--- config.mk ---
export PLATFORM = sky130hd
export DESIGN_NAME = fp_norm_round_pipe
export DESIGN_NICKNAME = d
export VERILOG_FILES = /design/src/rtl/fp_invsqrt_pkg.sv /design/src/rtl/fp_round_inc.sv /design/src/rtl/fp_norm_round_pipe.sv
export SDC_FILE = /design/constraint.sdc
export NUM_CORES = 1
export LEC_CHECK = 0
export CORE_MARGIN = 5
export CORE_UTILIZATION = 25
export CTS_BUF_LIST = sky130_fd_sc_hd__clkbuf_4 sky130_fd_sc_hd__clkbuf_8 sky130_fd_sc_hd__clkbuf_16
export DETAILED_ROUTE_END_ITERATION = 8
export SETUP_SLACK_MARGIN = 0.5
export SKIP_LAST_GASP = 1
export SYNTH_ARGS = -nofsm -noshare
export SYNTH_HDL_FRONTEND = slang
export SYNTH_SLANG_ARGS = --single-unit
--- constraint.sdc ---
create_clock -name clk -period 4 [get_ports clk]
set_input_delay 0.8 -clock clk [delete_from_list [all_inputs] [get_ports clk]]
set_output_delay 0.8 -clock clk [all_outputs]
set_load 0.05 [all_outputs]
--- src/rtl/fp_invsqrt_pkg.sv ---
// Shared constants for the floating-point normalise/round datapath.
//   RND_*             : rounding-mode encodings seen on rnd_mode
//   EXP_BASE_DEFAULT  : exponent emitted when the mantissa does not overflow
package fp_invsqrt_pkg;

  localparam logic [1:0] RND_TRUNC      = 2'b00;
  localparam logic [1:0] RND_HALF_UP    = 2'b01;
  localparam logic [1:0] RND_NEAR_EVEN  = 2'b10;
  localparam logic [1:0] RND_TRUNC_ALT  = 2'b11;

  localparam logic [7:0] EXP_BASE_DEFAULT = 8'h7E;

endpackage

--- src/rtl/fp_round_inc.sv ---
// Rounding increment decision.
//   mode_i   : rounding mode (truncate / half-up / nearest-even / truncate)
//   lsb_i    : LSB of the kept mantissa
//   guard_i  : first bit below the kept mantissa
//   sticky_i : OR of all bits below the guard bit
//   inc_o    : 1 when the kept mantissa must be incremented
module fp_round_inc
  import fp_invsqrt_pkg::*;
(
  input  logic [1:0] mode_i,
  input  logic       lsb_i,
  input  logic       guard_i,
  input  logic       sticky_i,
  output logic       inc_o
);

  always_comb begin
    inc_o = 1'b0;
    case (mode_i)
      RND_HALF_UP:   inc_o = guard_i;
      // Ties go to the even neighbour: only an odd LSB breaks an exact tie upwards.
      RND_NEAR_EVEN: inc_o = guard_i & (sticky_i | lsb_i);
      default:       inc_o = 1'b0;
    endcase
  end

endmodule

--- src/rtl/fp_norm_round_pipe.sv ---
// Two-stage normalise-and-round pipeline with valid/ready flow control.
//   clk, rst         : clock, asynchronous active-high reset
//   valid / in_ready : input handshake (transfer when both are 1)
//   M_sub            : unnormalised mantissa, MSB is the overflow bit
//   float_in_delay   : sideband travelling with each item
//   error_in         : upstream error flag
//   rnd_mode         : rounding mode
//   backprn          : downstream accepts the output this cycle
//   float_out        : {exponent, mantissa}
//   float_out_delay  : sideband aligned to float_out
//   ready            : float_out holds a valid item
//   error_out        : error_in OR underflow, aligned to float_out
module fp_norm_round_pipe
  import fp_invsqrt_pkg::*;
#(
  parameter int unsigned    MW       = 23,
  parameter int unsigned    RW       = 3,
  parameter int unsigned    EW       = 8,
  parameter int unsigned    DW       = 31,
  parameter logic [EW-1:0]  EXP_BASE = EW'(EXP_BASE_DEFAULT)
) (
  input  logic               clk,
  input  logic               rst,
  input  logic               valid,
  output logic               in_ready,
  input  logic [MW+RW:0]     M_sub,
  input  logic [DW-1:0]      float_in_delay,
  input  logic               error_in,
  input  logic [1:0]         rnd_mode,
  input  logic               backprn,
  output logic [EW+MW-1:0]   float_out,
  output logic [DW-1:0]      float_out_delay,
  output logic               ready,
  output logic               error_out
);

  localparam int unsigned SW = MW + RW + 1;

  // Flow control: a stage loads when empty or when its contents move on.
  logic s2_load_c;
  logic s1_load_c;

  // Stage 1 contents
  logic              s1_valid_q;
  logic [MW-1:0]     s1_mant_q;
  logic              s1_guard_q;
  logic              s1_sticky_q;
  logic              s1_ov_q;
  logic [1:0]        s1_mode_q;
  logic [DW-1:0]     s1_delay_q;
  logic              s1_err_q;

  // Stage 2 contents
  logic              s2_valid_q;
  logic [EW+MW-1:0]  s2_float_q;
  logic [DW-1:0]     s2_delay_q;
  logic              s2_err_q;

  // Normalisation of the incoming mantissa (overflow bit dropped after the decision).
  logic              ov_c;
  logic [MW+RW-1:0]  m_ov_c;
  logic              underflow_c;

  assign ov_c        = M_sub[SW-1];
  assign m_ov_c      = ov_c ? M_sub[MW+RW-1:0] : {M_sub[MW+RW-2:0], 1'b0};
  assign underflow_c = ~|M_sub[SW-1:SW-2];

  assign s2_load_c = ~s2_valid_q | backprn;
  assign s1_load_c = ~s1_valid_q | s2_load_c;
  assign in_ready  = s1_load_c;

  // Stage 1 register: normalised mantissa, guard/sticky, ov, mode, sideband.
  always_ff @(posedge clk or posedge rst) begin
    if (rst) begin
      s1_valid_q  <= 1'b0;
      s1_mant_q   <= '0;
      s1_guard_q  <= 1'b0;
      s1_sticky_q <= 1'b0;
      s1_ov_q     <= 1'b0;
      s1_mode_q   <= '0;
      s1_delay_q  <= '0;
      s1_err_q    <= 1'b0;
    end else if (s1_load_c) begin
      s1_valid_q <= valid;
      if (valid) begin
        s1_mant_q   <= m_ov_c[MW+RW-1:RW];
        s1_guard_q  <= m_ov_c[RW-1];
        s1_sticky_q <= |m_ov_c[RW-2:0];
        s1_ov_q     <= ov_c;
        s1_mode_q   <= rnd_mode;
        s1_delay_q  <= float_in_delay;
        s1_err_q    <= error_in | underflow_c;
      end
    end
  end

  // Rounding and result assembly between the stages.
  logic             inc_c;
  logic [MW:0]      sum_c;
  logic [EW-1:0]    exp_c;
  logic [EW+MW-1:0] s2_float_d;

  fp_round_inc u_round_inc (
    .mode_i   (s1_mode_q),
    .lsb_i    (s1_mant_q[0]),
    .guard_i  (s1_guard_q),
    .sticky_i (s1_sticky_q),
    .inc_o    (inc_c)
  );

  // A carry-out leaves the mantissa at zero and bumps the exponent.
  assign sum_c      = {1'b0, s1_mant_q} + (MW+1)'(inc_c);
  assign exp_c      = EXP_BASE + EW'(s1_ov_q) + EW'(sum_c[MW]);
  assign s2_float_d = {exp_c, sum_c[MW-1:0]};

  // Stage 2 register: rounded result plus aligned sideband and error.
  always_ff @(posedge clk or posedge rst) begin
    if (rst) begin
      s2_valid_q <= 1'b0;
      s2_float_q <= '0;
      s2_delay_q <= '0;
      s2_err_q   <= 1'b0;
    end else if (s2_load_c) begin
      s2_valid_q <= s1_valid_q;
      if (s1_valid_q) begin
        s2_float_q <= s2_float_d;
        s2_delay_q <= s1_delay_q;
        s2_err_q   <= s1_err_q;
      end
    end
  end

  assign float_out       = s2_float_q;
  assign float_out_delay = s2_delay_q;
  assign ready           = s2_valid_q;
  assign error_out       = s2_valid_q & s2_err_q;

endmodule

==> impl.org <==
** Global route
- Entering global routing, the biggest net connects 68 pins.
- Summed over all layers, the global routing overflow is 0.
- In the global route stage, overall resource usage came out at 11.6%.
- The via count of the first global-routing pass came to 3,956.
- Global-route wire length before repair :: 21,800 um
- Number of antenna violations at the first check in global routing :: 2

** Setup path
- The critical path is of the in2out type.
- CP arrival :: 2.30 ns
- The largest individual stage delay along the critical path comes from the cell sky130_fd_sc_hd__clkdlybuf4s50_1.
- Most frequent cell on the critical path :: sky130_fd_sc_hd__clkdlybuf4s50_1
- Capturing element type of the critical path :: output pin
- Series of cell instances along the critical path :: clkdlybuf4s50_1 > nand3b_1 > clkdlybuf4s50_1
- Highest net fanout along the worst path :: 3
- Register-to-register setup slack :: 1.07 ns
- In this design, the stage delay of the slowest critical-path cell is 0.84 ns.
- Required @ worst endpoint :: 3.20 ns
- Critical path launch point type :: primary input

** Cells and area
- Of the cells placed in the final design, the portion with a size suffix greater than 1 is 12.8%.
- Count of inserted antenna diode cells :: 0
- Number of filler instances in the final layout :: 2,034
- Syn-to-layout area delta :: 41.7%
- After the last flow step, the layout net total stands at 701.
- Leaving out filler cells and counting taps, the final layout contains 913.

** Floorplanning
- Once the floorplan was initialized, standard cells occupied 25.5% of the core.
- Placeable core region :: 20,400 um2
- The floorplan has 52 rows.
- Width of the die :: 154 um
- Full die area :: 23,800 um2
- During I/O placement, the number of pins put on the boundary was 130.
- Die Y-Extent :: 154 um

** Clock tree
- CTS Root Buffer Type :: sky130_fd_sc_hd__clkbuf_16
- Maximum level of the CTS H-tree :: 4
- Clock Path Buffers :: 2
- Worst-skew pair later-pin latency :: 0.41 ns
- CTS Buf Count :: 17
- TritonCTS built the clock tree.
- Clock-pin slew on the worst setup and hold paths :: 0.06 ns
- In this run, post-CTS repair resized a total of 0 instances.
- The clock net in this run drives a total of 120 sinks.
- Hold Buf Count CTS :: 0
- Number of buffers inserted by post-CTS setup repair :: 0

** Timing
- Static timing analysis puts the maximum clock frequency at 323 MHz.
- Final setup fails :: 0
- Setup repair after global routing left no endpoint under its margin.
- For the final routed database, the setup TNS stands at 0 ns.
- Final Hold Fails :: 0
- On the final layout, the worst clock skew is 0.00570 ns.
- Time the final worst path needs with I/O delays and setup :: 3.10 ns
- Hold Slack :: 0.455 ns
- At the pin with the least slew margin, the transition time is 0.773 ns.
- Crit share post-route :: 77.4%
- Normalized max-slew margin :: 48.5%
- The number of pins exceeding their max-slew limit in the final report is 0.

** Placement
- DP Wirelength :: 9470 um
- During placement, the flow inserted port buffers numbering 129.
- Routability-driven placement finished with a final weighted congestion of 0.755.
- Placed cells :: 881

** Synthesis
- Synthesized netlist net count :: 576
- Number of unique standard cell types used by synthesis :: 36
- Portion of synthesized cell area occupied by the leading cell type :: 57.7%
- Yosys printed 0 warnings.
- In this run, synthesis produced a sequential element count of 120.
- Post-synthesis area per instance :: 10.3 um2
- Seq/Total Area, Yosys :: 57.7%
- By area the synthesized netlist is led by sky130_fd_sc_hd__dfrtp_1 58%, sky130_fd_sc_hd__nand2_1 11%, sky130_fd_sc_hd__mux2_2 7.4%, sky130_fd_sc_hd__mux2i_1 4.6%, sky130_fd_sc_hd__o21ai_0 4.0%.
- Cell taking the most area after synthesis :: sky130_fd_sc_hd__dfrtp_1
- Instance count of the mapped netlist :: 505
- The mapped netlist covers 5200 um2.

** Flow run
- Reported max-cap violation count :: 0

** Hold path
- Class of the tightest hold or removal check :: reg2reg

** Route
- Drt via density :: 4.28
- Routed length per placed instance :: 14.7 um
- In the routed design, unresolved DRC markers number 0.
- Antenna Nets Post-Route :: 0
- TritonRoute pass-1 iters :: 4
- Wire length reported by the detailed router :: 13,400 um
- Number of vias in the routed layout :: 3,907
- The first routing iteration left 219 violations.

** Pwr
- In this run the power density over the cells is 584 nW/um2.
- For this design the static power due to leakage is 3.22 nW.
- IR analysis of the VDD net gives a maximum drop of 283 uV.

** Status
- The flow ran to the end, and the final reports show no timing, DRC or antenna violations.
==> registers in the layout (all words and copies together) (netlist names), 2 cells and up <==
signal,cells
float_out,26
float_out_delay,31
s1_delay_q,31
s1_mant_q,23
s1_mode_q,2
==> report_power, final <==
| part | switching [W] | leakage, nW | total (W) | internal, W |
|---|---|---|---|---|
| Sequential | 0.000155 | 1.45 | 0.00159 | 0.00143 |
| Clock | 0.000587 | 0.279 | 0.00152 | 0.000936 |
| Combinational | 0.000762 | 1.49 | 0.00120 | 0.000434 |
| Total | 0.00150 | 3.22 | 0.00430 | 0.00280 |
==> synthesized netlist by cell type <==
library cell	n
sky130_fd_sc_hd__clkbuf_1	17
sky130_fd_sc_hd__a31o_2	2
sky130_fd_sc_hd__o211ai_1	1
sky130_fd_sc_hd__nor2_1	14
sky130_fd_sc_hd__nand4_1	8
sky130_fd_sc_hd__buf_4	5
sky130_fd_sc_hd__or4_1	4
sky130_fd_sc_hd__nor3_1	4
sky130_fd_sc_hd__o31ai_1	2
sky130_fd_sc_hd__nor3b_1	1
sky130_fd_sc_hd__a21oi_1	2
sky130_fd_sc_hd__inv_1	9
sky130_fd_sc_hd__buf_1	8
sky130_fd_sc_hd__mux2i_1	24
sky130_fd_sc_hd__xor2_1	1
sky130_fd_sc_hd__dfrtp_1	120
sky130_fd_sc_hd__o21ai_0	42
sky130_fd_sc_hd__and3_1	1
sky130_fd_sc_hd__xnor2_1	14
sky130_fd_sc_hd__clkbuf_2	1
sky130_fd_sc_hd__nand3b_1	1
sky130_fd_sc_hd__and2_1	2
sky130_fd_sc_hd__o2111a_1	1
sky130_fd_sc_hd__nor4_1	1
sky130_fd_sc_hd__a31oi_1	5
sky130_fd_sc_hd__nand2_1	159
sky130_fd_sc_hd__o21ai_1	1
sky130_fd_sc_hd__ha_1	6
sky130_fd_sc_hd__mux2_2	34
sky130_fd_sc_hd__nand2b_1	3
sky130_fd_sc_hd__nor4_2	1
sky130_fd_sc_hd__o21a_1	1
sky130_fd_sc_hd__nand3_1	6
sky130_fd_sc_hd__nand4_2	1
sky130_fd_sc_hd__nand4b_1	1
sky130_fd_sc_hd__or3_1	2
==> cell type report <==
type / instances / area [um2] / share of cell area [%]
clock inverter: 14 / 149 / 2.02
clock buffer: 18 / 439 / 5.96
sequential: 120 / 3000 / 40.7
timing repair buffer: 137 / 1360 / 18.5
multi-input combinational: 345 / 2040 / 27.7
inverter: 9 / 37.5 / 0.509
tap: 270 / 338 / 4.58
==> cell families after synthesis <==
family / count (synthesis) / synth area share, %
AND/OR/NAND/NOR: 209 / 17.0
flip-flops: 120 / 57.7
multiplexers: 58 / 12.0
AO/OA/AOI/OAI: 57 / 6.06
buffers and inverters: 40 / 3.27
XOR/XNOR: 15 / 2.53
adder cells (fa/ha/maj): 6 / 1.44
==> layer usage <==
metal / part of all wire, % / track usage, %
met1: 44 / 14.3
met2: 47 / 18.2
met3: 6.9 / 4.58
met4: 1.8 / 4.58
met5: 0.19 / 0
==> worst paths after layout <==
kind | start | to | cells past startpoint
min | s1_delay_q[12]$_DFFE_PP0P_ | float_out_delay[12]$_DFFE_PP0P_ | 2
max in group asynchronous | rst | float_out_delay[29]$_DFFE_PP0P_ | 3
max | backprn | in_ready | 3
min in group asynchronous | rst | s1_delay_q[8]$_DFFE_PP0P_ | 2
max reg2reg | s1_mode_q[0]$_DFFE_PP0P_ | float_out[22]$_DFFE_PP0P_ | 11
min reg2reg | s1_delay_q[12]$_DFFE_PP0P_ | float_out_delay[12]$_DFFE_PP0P_ | 2
==> worst max-delay path, delay by kind of cell <==
kind                   cells  cell delay, ns
and+or+nand+nor            1            0.19
buffers and inverters      2            1.30
==> stage by stage <==
step                      worst slack, ns  total power, W  area [um2]  utilization (%)
after floorplan                      1.25         0.00236        5210                -
after global placement              0.917         0.00280        6780             33.3
after detailed placement            0.909         0.00282        6780             33.3
after CTS                           0.904         0.00437        7370             36.2
after global routing                0.876         0.00452        7370             36.2
final                               0.905         0.00430        7370             36.2
==> cell usage in the layout, fill, tap and decap left out, drive strengths merged, types with 9 or more instances in the layout <==
cell type      Yosys  routed
clkbuf            18      18
clkdlybuf4s50      0     129
dfrtp            120     120
inv                9      11
mux2              34      34
mux2i             24      24
nand2            159     159
nand4              9       9
nor2              14      14
o21ai             43      43
xnor2             14      14
(Power assumes the default switching activity.)
